===== src/rtl/cic_decim_param_if.sv =====
`default_nettype none
// ============================================================================
//  Module   : cic_decim_param_if
//  Brief    : Sample-stream bundle for the CIC decimator: input sample with
//             valid, decimated output sample with valid pulse.
//  Revision : 1.0 - initial release
// ============================================================================
interface cic_decim_param_if #(
  parameter int WIN  = 16,
  parameter int WOUT = 16
);
  logic signed [WIN-1:0]  i_data;
  logic                   val_in;
  logic signed [WOUT-1:0] o_data;
  logic                   val_out;

  // Sample source side
  modport master (output i_data, val_in, input o_data, val_out);
  // Filter side
  modport slave  (input i_data, val_in, output o_data, val_out);
endinterface
`default_nettype wire


===== src/rtl/cic_decim_param.sv =====
`default_nettype none
// ============================================================================
//  Module   : cic_decim_param
//  Brief    : Parametrised CIC decimator. Registered input, N pipelined
//             integrators, decimate by R, N combs with differential delay M,
//             round-half-up and positive saturation on the output register.
//  Revision : 1.0 - initial release
// ============================================================================
module cic_decim_param #(
  parameter int WIN  = 16,
  parameter int WOUT = 16,
  parameter int N    = 3,
  parameter int R    = 8,
  parameter int M    = 1
) (
  input  wire logic             clk,
  input  wire logic             rst,
  cic_decim_param_if.slave      bus
);

  localparam int C_WG   = N * $clog2(R * M);
  localparam int C_WACC = WIN + C_WG;
  localparam int C_WD   = C_WACC - WOUT;
  localparam int C_CW   = $clog2(R);
  localparam logic [C_CW-1:0]      C_CNT_MAX = C_CW'(R - 1);
  localparam logic signed [WOUT-1:0] C_OMAX  = {1'b0, {(WOUT-1){1'b1}}};

  logic signed [WIN-1:0]    r_x;
  logic                     r_v;
  logic signed [C_WACC-1:0] r_integ [N];
  logic [C_CW-1:0]          r_cnt;
  logic signed [C_WACC-1:0] r_s;
  logic                     r_dec_v;
  logic signed [C_WACC-1:0] r_comb  [N];
  logic signed [C_WACC-1:0] r_dly   [N][M];
  logic                     r_comb_v;
  logic signed [WOUT-1:0]   r_odata;
  logic                     r_vout;

  logic signed [C_WACC-1:0] w_x_ext;
  logic signed [C_WACC-1:0] w_cin   [N];
  logic signed [WOUT-1:0]   w_top;
  logic signed [WOUT:0]     w_t;
  logic signed [WOUT-1:0]   w_odata;
  logic                     w_unused;

  assign w_x_ext = {{C_WG{r_x[WIN-1]}}, r_x};

  // Input register stage
  always_ff @(posedge clk) begin
    if (rst) begin
      r_x <= '0;
      r_v <= 1'b0;
    end else begin
      r_x <= bus.i_data;
      r_v <= bus.val_in;
    end
  end

  // Integrator chain; each stage adds the pre-edge value of its predecessor
  always_ff @(posedge clk) begin
    if (rst) begin
      for (int k = 0; k < N; k++) r_integ[k] <= '0;
    end else if (r_v) begin
      r_integ[0] <= r_integ[0] + w_x_ext;
      for (int k = 1; k < N; k++) r_integ[k] <= r_integ[k] + r_integ[k-1];
    end
  end

  // Decimation counter; snapshot the last integrator once every R samples
  always_ff @(posedge clk) begin
    if (rst) begin
      r_cnt   <= '0;
      r_s     <= '0;
      r_dec_v <= 1'b0;
    end else begin
      r_dec_v <= 1'b0;
      if (r_v) begin
        if (r_cnt == C_CNT_MAX) begin
          r_cnt   <= '0;
          r_s     <= r_integ[N-1];
          r_dec_v <= 1'b1;
        end else begin
          r_cnt <= r_cnt + C_CW'(1);
        end
      end
    end
  end

  // Comb stage inputs: the snapshot feeds stage 0, each comb feeds the next
  always_comb begin
    w_cin[0] = r_s;
    for (int k = 1; k < N; k++) w_cin[k] = r_comb[k-1];
  end

  // Comb chain with M-deep delay lines advancing only on decimated samples
  always_ff @(posedge clk) begin
    if (rst) begin
      for (int k = 0; k < N; k++) begin
        r_comb[k] <= '0;
        for (int j = 0; j < M; j++) r_dly[k][j] <= '0;
      end
      r_comb_v <= 1'b0;
    end else begin
      r_comb_v <= r_dec_v;
      if (r_dec_v) begin
        for (int k = 0; k < N; k++) begin
          r_comb[k]   <= w_cin[k] - r_dly[k][M-1];
          r_dly[k][0] <= w_cin[k];
          for (int j = 1; j < M; j++) r_dly[k][j] <= r_dly[k][j-1];
        end
      end
    end
  end

  assign w_top = r_comb[N-1][C_WACC-1:C_WD];

  generate
    if (C_WD > 0) begin : g_round
      // Round half up: add the most significant discarded bit
      assign w_t = $signed({w_top[WOUT-1], w_top})
                 + $signed({{WOUT{1'b0}}, r_comb[N-1][C_WD-1]});
    end else begin : g_trunc
      assign w_t = {w_top[WOUT-1], w_top};
    end
  endgenerate

  // Rounding can only push past the positive limit; clamp there
  assign w_odata  = (w_t[WOUT] != w_t[WOUT-1]) ? C_OMAX : w_t[WOUT-1:0];
  assign w_unused = ^r_comb[N-1];

  // Output register; o_data holds between valid pulses
  always_ff @(posedge clk) begin
    if (rst) begin
      r_odata <= '0;
      r_vout  <= 1'b0;
    end else begin
      r_vout <= r_comb_v;
      if (r_comb_v) r_odata <= w_odata;
    end
  end

  assign bus.o_data  = r_odata;
  assign bus.val_out = r_vout;

endmodule
`default_nettype wire


===== src/flat_wrapper.sv =====
// flat-port wrapper written by rule: the top's interface ports become plain ports
module cic_decim_param_flat 
#(
  parameter int WIN  = 16,
  parameter int WOUT = 16,
  parameter int N    = 3,
  parameter int R    = 8,
  parameter int M    = 1
)
  (clk, rst, bus_i_data, bus_val_in, bus_o_data, bus_val_out);
  cic_decim_param_if #(.WIN(WIN), .WOUT(WOUT)) bus_i ();
  input  wire logic clk;
  input  wire logic rst;
  input wire logic [$bits(bus_i.i_data)-1:0] bus_i_data;
  input wire logic [$bits(bus_i.val_in)-1:0] bus_val_in;
  output wire logic [$bits(bus_i.o_data)-1:0] bus_o_data;
  output wire logic [$bits(bus_i.val_out)-1:0] bus_val_out;
  assign bus_i.i_data = bus_i_data;
  assign bus_i.val_in = bus_val_in;
  assign bus_o_data = bus_i.o_data;
  assign bus_val_out = bus_i.val_out;
  cic_decim_param #(.WIN(WIN), .WOUT(WOUT), .N(N), .R(R), .M(M)) u_core (.clk(clk), .rst(rst), .bus(bus_i));
endmodule

===== config.mk =====
export PLATFORM = sky130hd
export DESIGN_NAME = cic_decim_param_flat
export DESIGN_NICKNAME = d
export VERILOG_FILES = /design/src/rtl/cic_decim_param_if.sv /design/src/rtl/cic_decim_param.sv /design/src/flat_wrapper.sv
export SDC_FILE = /design/constraint.sdc
export NUM_CORES = 1
export LEC_CHECK = 0
export CAP_MARGIN = 10
export CELL_PAD_IN_SITES_DETAIL_PLACEMENT = 2
export CELL_PAD_IN_SITES_GLOBAL_PLACEMENT = 2
export CORE_MARGIN = 2
export CORE_UTILIZATION = 30
export CTS_CLUSTER_DIAMETER = 80
export DETAILED_ROUTE_END_ITERATION = 8
export HOLD_SLACK_MARGIN = 0.06
export PLACE_DENSITY = 0.73
export SLEW_MARGIN = 30
export SYNTH_ARGS = -nofsm -noshare
export SYNTH_HDL_FRONTEND = slang
export SYNTH_SLANG_ARGS = --single-unit
export TNS_END_PERCENT = 20

===== constraint.sdc =====
create_clock -name clk -period 3.5 [get_ports clk]
set_clock_uncertainty 0.2 [all_clocks]
set_input_delay 0.7 -clock clk [delete_from_list [all_inputs] [get_ports clk]]
set_output_delay 0.7 -clock clk [all_outputs]
set_load 0.01 [all_outputs]

==> results.sh <==
export IMPL_status="complete, no violations"
export IMPL_fin_nets=1963
export IMPL_finalMaxSlewViolations=0
export IMPL_clk_latency_ns=0.54
export IMPL_r2r_start="u_core.r_integ[0][0]"
export IMPL_routed_wl_mm=43.5
export IMPL_vias=12900
export IMPL_reg2reg_depth=10
export IMPL_synth_warning_count=0
export IMPL_min_period_over_period=0.930
export IMPL_p_sw_frac=0.259
export IMPL_worst_hold_path_endpoint="u_core.r_s[0]"
export IMPL_crit_slowest_cell="fa_1"
export IMPL_holdPathStages=2
export IMPL_r2r_end="u_core.r_integ[0][43]"
export IMPL_clk_pin_slew_ns=0.06
export IMPL_vias_per_cell=5.03
export IMPL_topRoutingLayerUsed="met4"
export IMPL_portBuffers=35
export IMPL_synth_edf_count=217
export IMPL_die_h_um=244
export IMPL_io_pins=36
export IMPL_grt_pass1_vias=14500
export IMPL_synthAdderAreaFrac=0.113
export IMPL_irDropWorstVdd_mv=0.317
export IMPL_max_stage_delay_ns=0.46
export IMPL_path_cells="ha_1 > fa_1 > a211oi_2 > o211ai_1 > a31oi_1 > o21ai_0 > a21o_1 > a21oi_1 > xor2_1 > nor2_1"
export IMPL_track_usage=0.149
export IMPL_h_tree_depth=2
export IMPL_drc=0
export IMPL_ys_flop_type="edfxtp_1"
export IMPL_cp_arrival_ns=3.33
export IMPL_synth_compound_area_frac=0.165
export IMPL_worstMarginPinSlew_ns=0.715
export IMPL_cts_made_buffers=36
export IMPL_post_synth_most_frequent_cells="edfxtp_1 (217), nor2_1 (207), ha_1 (148)"
export IMPL_fmax_mhz=307
export IMPL_fill_cells=6229
export IMPL_hold_class="reg -> reg"
export IMPL_instances_no_fill=2575
export IMPL_antenna_cells=0
export IMPL_syn_avg_cell_area_sq_um=9.80
export IMPL_p_clk_frac=0.431
export IMPL_coreArea_sq_mm=0.0566
export IMPL_maxCapViolations=0
export IMPL_grt_pass1_wl_mm=73.7
export IMPL_dieArea_sq_mm=0.0595
export IMPL_start_util=0.305
export IMPL_yosysTopAreaCellShare=0.377
export IMPL_drive_gt1_frac=0.0566
export IMPL_fin_crit_ns=3.25
export IMPL_combinationalPowerShare=0.140
export IMPL_intPower_mw=6.62
export IMPL_initialDrtViolationCount=359
export IMPL_grt_max_degree=116
export IMPL_startpoint_type="flop"
export IMPL_place_ws_ns=-0.0313
export IMPL_row_count=87
export IMPL_met1_length_mm=18.3
export IMPL_setup_slack_ns=0.247
export IMPL_synth_xor_area_share=0.0659
export IMPL_setup_tns_ns=0
export IMPL_rsz0062_at_grt="false"
export IMPL_pwr_share_seq=0.429
export IMPL_seq_area_frac_synth=0.452
export IMPL_synth_top_family_by_area="simple AND/OR/NAND/NOR gates"
export IMPL_postRouteAntennaNets=0
export IMPL_cp_end_kind="flop"
export IMPL_gp_congestion=0.830
export IMPL_cts_root_buf="clkbuf_16"
export IMPL_holdWs_ns=0.269
export IMPL_cts_tree="done"
export IMPL_required_ns=3.58
export IMPL_synthesis_area_sq_mm=0.0173
export IMPL_async_flop_share=0
export IMPL_max_slew_margin_rel=0.522
export IMPL_wl_met3_mm=1.04
export IMPL_placedCellCount=2509
export IMPL_switchingPower_mw=2.32
export IMPL_p_per_area_mw_per_mm2=452
export IMPL_ff2ff_setup_slack_ns=0.25
export IMPL_hold_buffers=0
export IMPL_hp_start="u_core.r_s[0]"
export IMPL_wire_per_inst_um=16.9
export IMPL_antenna_found_initial=0
export IMPL_synthesis_nets=1934
export IMPL_wl_met2_mm=23.1
export IMPL_synth_top_cell_by_area="edfxtp_1"
export IMPL_hpwl_mm=31.9
export IMPL_yosys_mux_area_fraction=0.00290
export IMPL_yosys_top_cells_area="edfxtp_1 (38%), ha_1 (11%), dfxtp_1 (7.4%)"
export IMPL_syn_inst=1762
export IMPL_ys_ff_latch=281
export IMPL_finalHoldViolCount=0
export IMPL_firstDrtPassIters=4
export IMPL_die_w_um=244
export IMPL_critPathMaxFanout=3
export IMPL_overflow=0
export IMPL_setup_violations=0
export IMPL_leakage_nw=7.98
export IMPL_area_growth_pct=14.4
export IMPL_synth_cell_types=72
export IMPL_clock_path_buffers=3
export IMPL_yosysMostFrequentCell="edfxtp_1"
export IMPL_utilization=0.349
export IMPL_yosys_area_share_simple=0.168
export IMPL_cts_sinks=281
export IMPL_critPathKind="reg -> reg"
## power groups by stage
| stage | Clock [mW] | Sequential (mW) | Combinational, mW |
|---|---|---|---|
| after floorplan | 0 | 3.86 | 0.938 |
| after CTS | 4.02 | 3.83 | 1.27 |
| after global routing | 4.12 | 3.85 | 1.41 |
| after global placement | 0 | 3.89 | 1.20 |
| after detailed placement | 0 | 3.90 | 1.25 |
| final | 3.86 | 3.83 | 1.25 |
## cell type report
type	instances	area [sq um]	share of cell area
tap	756	946	0.0479
sequential	281	7800	0.395
timing repair buffer	49	513	0.0260
multi-input combinational	1328	8930	0.452
clock buffer	50	1000	0.0509
inverter	95	357	0.0180
clock inverter	16	210	0.0106
## cells by family after synthesis
| family | Yosys count |
|---|---|
| compound gates | 442 |
| flops | 281 |
| buf+inv | 153 |
| fa+ha+maj | 153 |
| xor+xnor | 130 |
| simple gates | 598 |
| mux | 5 |
## placed cells by master (no fill, tap or decap), types with 64 or more instances in the layout
master / Yosys / routed
inv_1: 95 / 94
and2_1: 81 / 80
nand2_1: 119 / 118
edfxtp_1: 217 / 217
a21o_1: 65 / 65
dfxtp_1: 64 / 64
a21oi_1: 140 / 140
xnor2_1: 71 / 71
o21ai_0: 77 / 77
ha_1: 148 / 148
nor2_1: 207 / 207
## state kept, by name, summed over array words and instances (netlist names)
register,cells
u_core.r_dly,75
u_core.r_integ,75
u_core.r_comb,67
u_core.r_s,25
u_core.bus.o_data,16
u_core.r_x,16
u_core.r_cnt,3
u_core.bus.val_out,1
u_core.r_comb_v,1
u_core.r_dec_v,1
u_core.r_v,1
## metrics by stage
stage          area (sq um)  power (mW)
5_1_grt               19800        9.38
3_5_place_dp          18500        5.16
6_report              19800        8.94
3_3_place_gp          18500        5.10
4_1_cts               19700        9.13
2_1_floorplan         17300        4.79
## worst max-delay path: cells and delay by family (launching register included)
family	cells	cell delay [ns]
AOI/OAI and AO/OA	6	1.45
adders and majority gates	2	0.72
DFF	1	0.41
xor gates and xnor gates	1	0.16
and+or+nand+nor	1	0.05
## metal layers
metal,GRT usage,up-vias
met1,0.167,6385
met3,0.0208,65
met2,0.287,103
met5,0,-
met4,0.0470,0
li1,-,6389
## worst max-delay path by stage
| stage | from | endpoint | cells after the start |
|---|---|---|---|
| after CTS | u_core.r_integ[0][25] | u_core.r_integ[0][70] | 10 |
| after global placement | u_core.r_integ[0][25] | u_core.r_integ[0][70] | 10 |
| final | u_core.r_integ[0][0] | u_core.r_integ[0][43] | 10 |
| after global routing | u_core.r_integ[0][0] | u_core.r_integ[0][43] | 10 |
| after detailed placement | u_core.r_integ[0][25] | u_core.r_integ[0][70] | 10 |
| after floorplan | rst | u_core.r_comb[0][0] | 3 |
## repair_timing
item                                    4_1_cts  5_1_grt
endpoints found under the setup margin        2        7
pin swaps                                     0        0
gates resized for setup                       1        3
setup buffers                                 0        0
No activity file was read; power rests on OpenSTA's default activity.
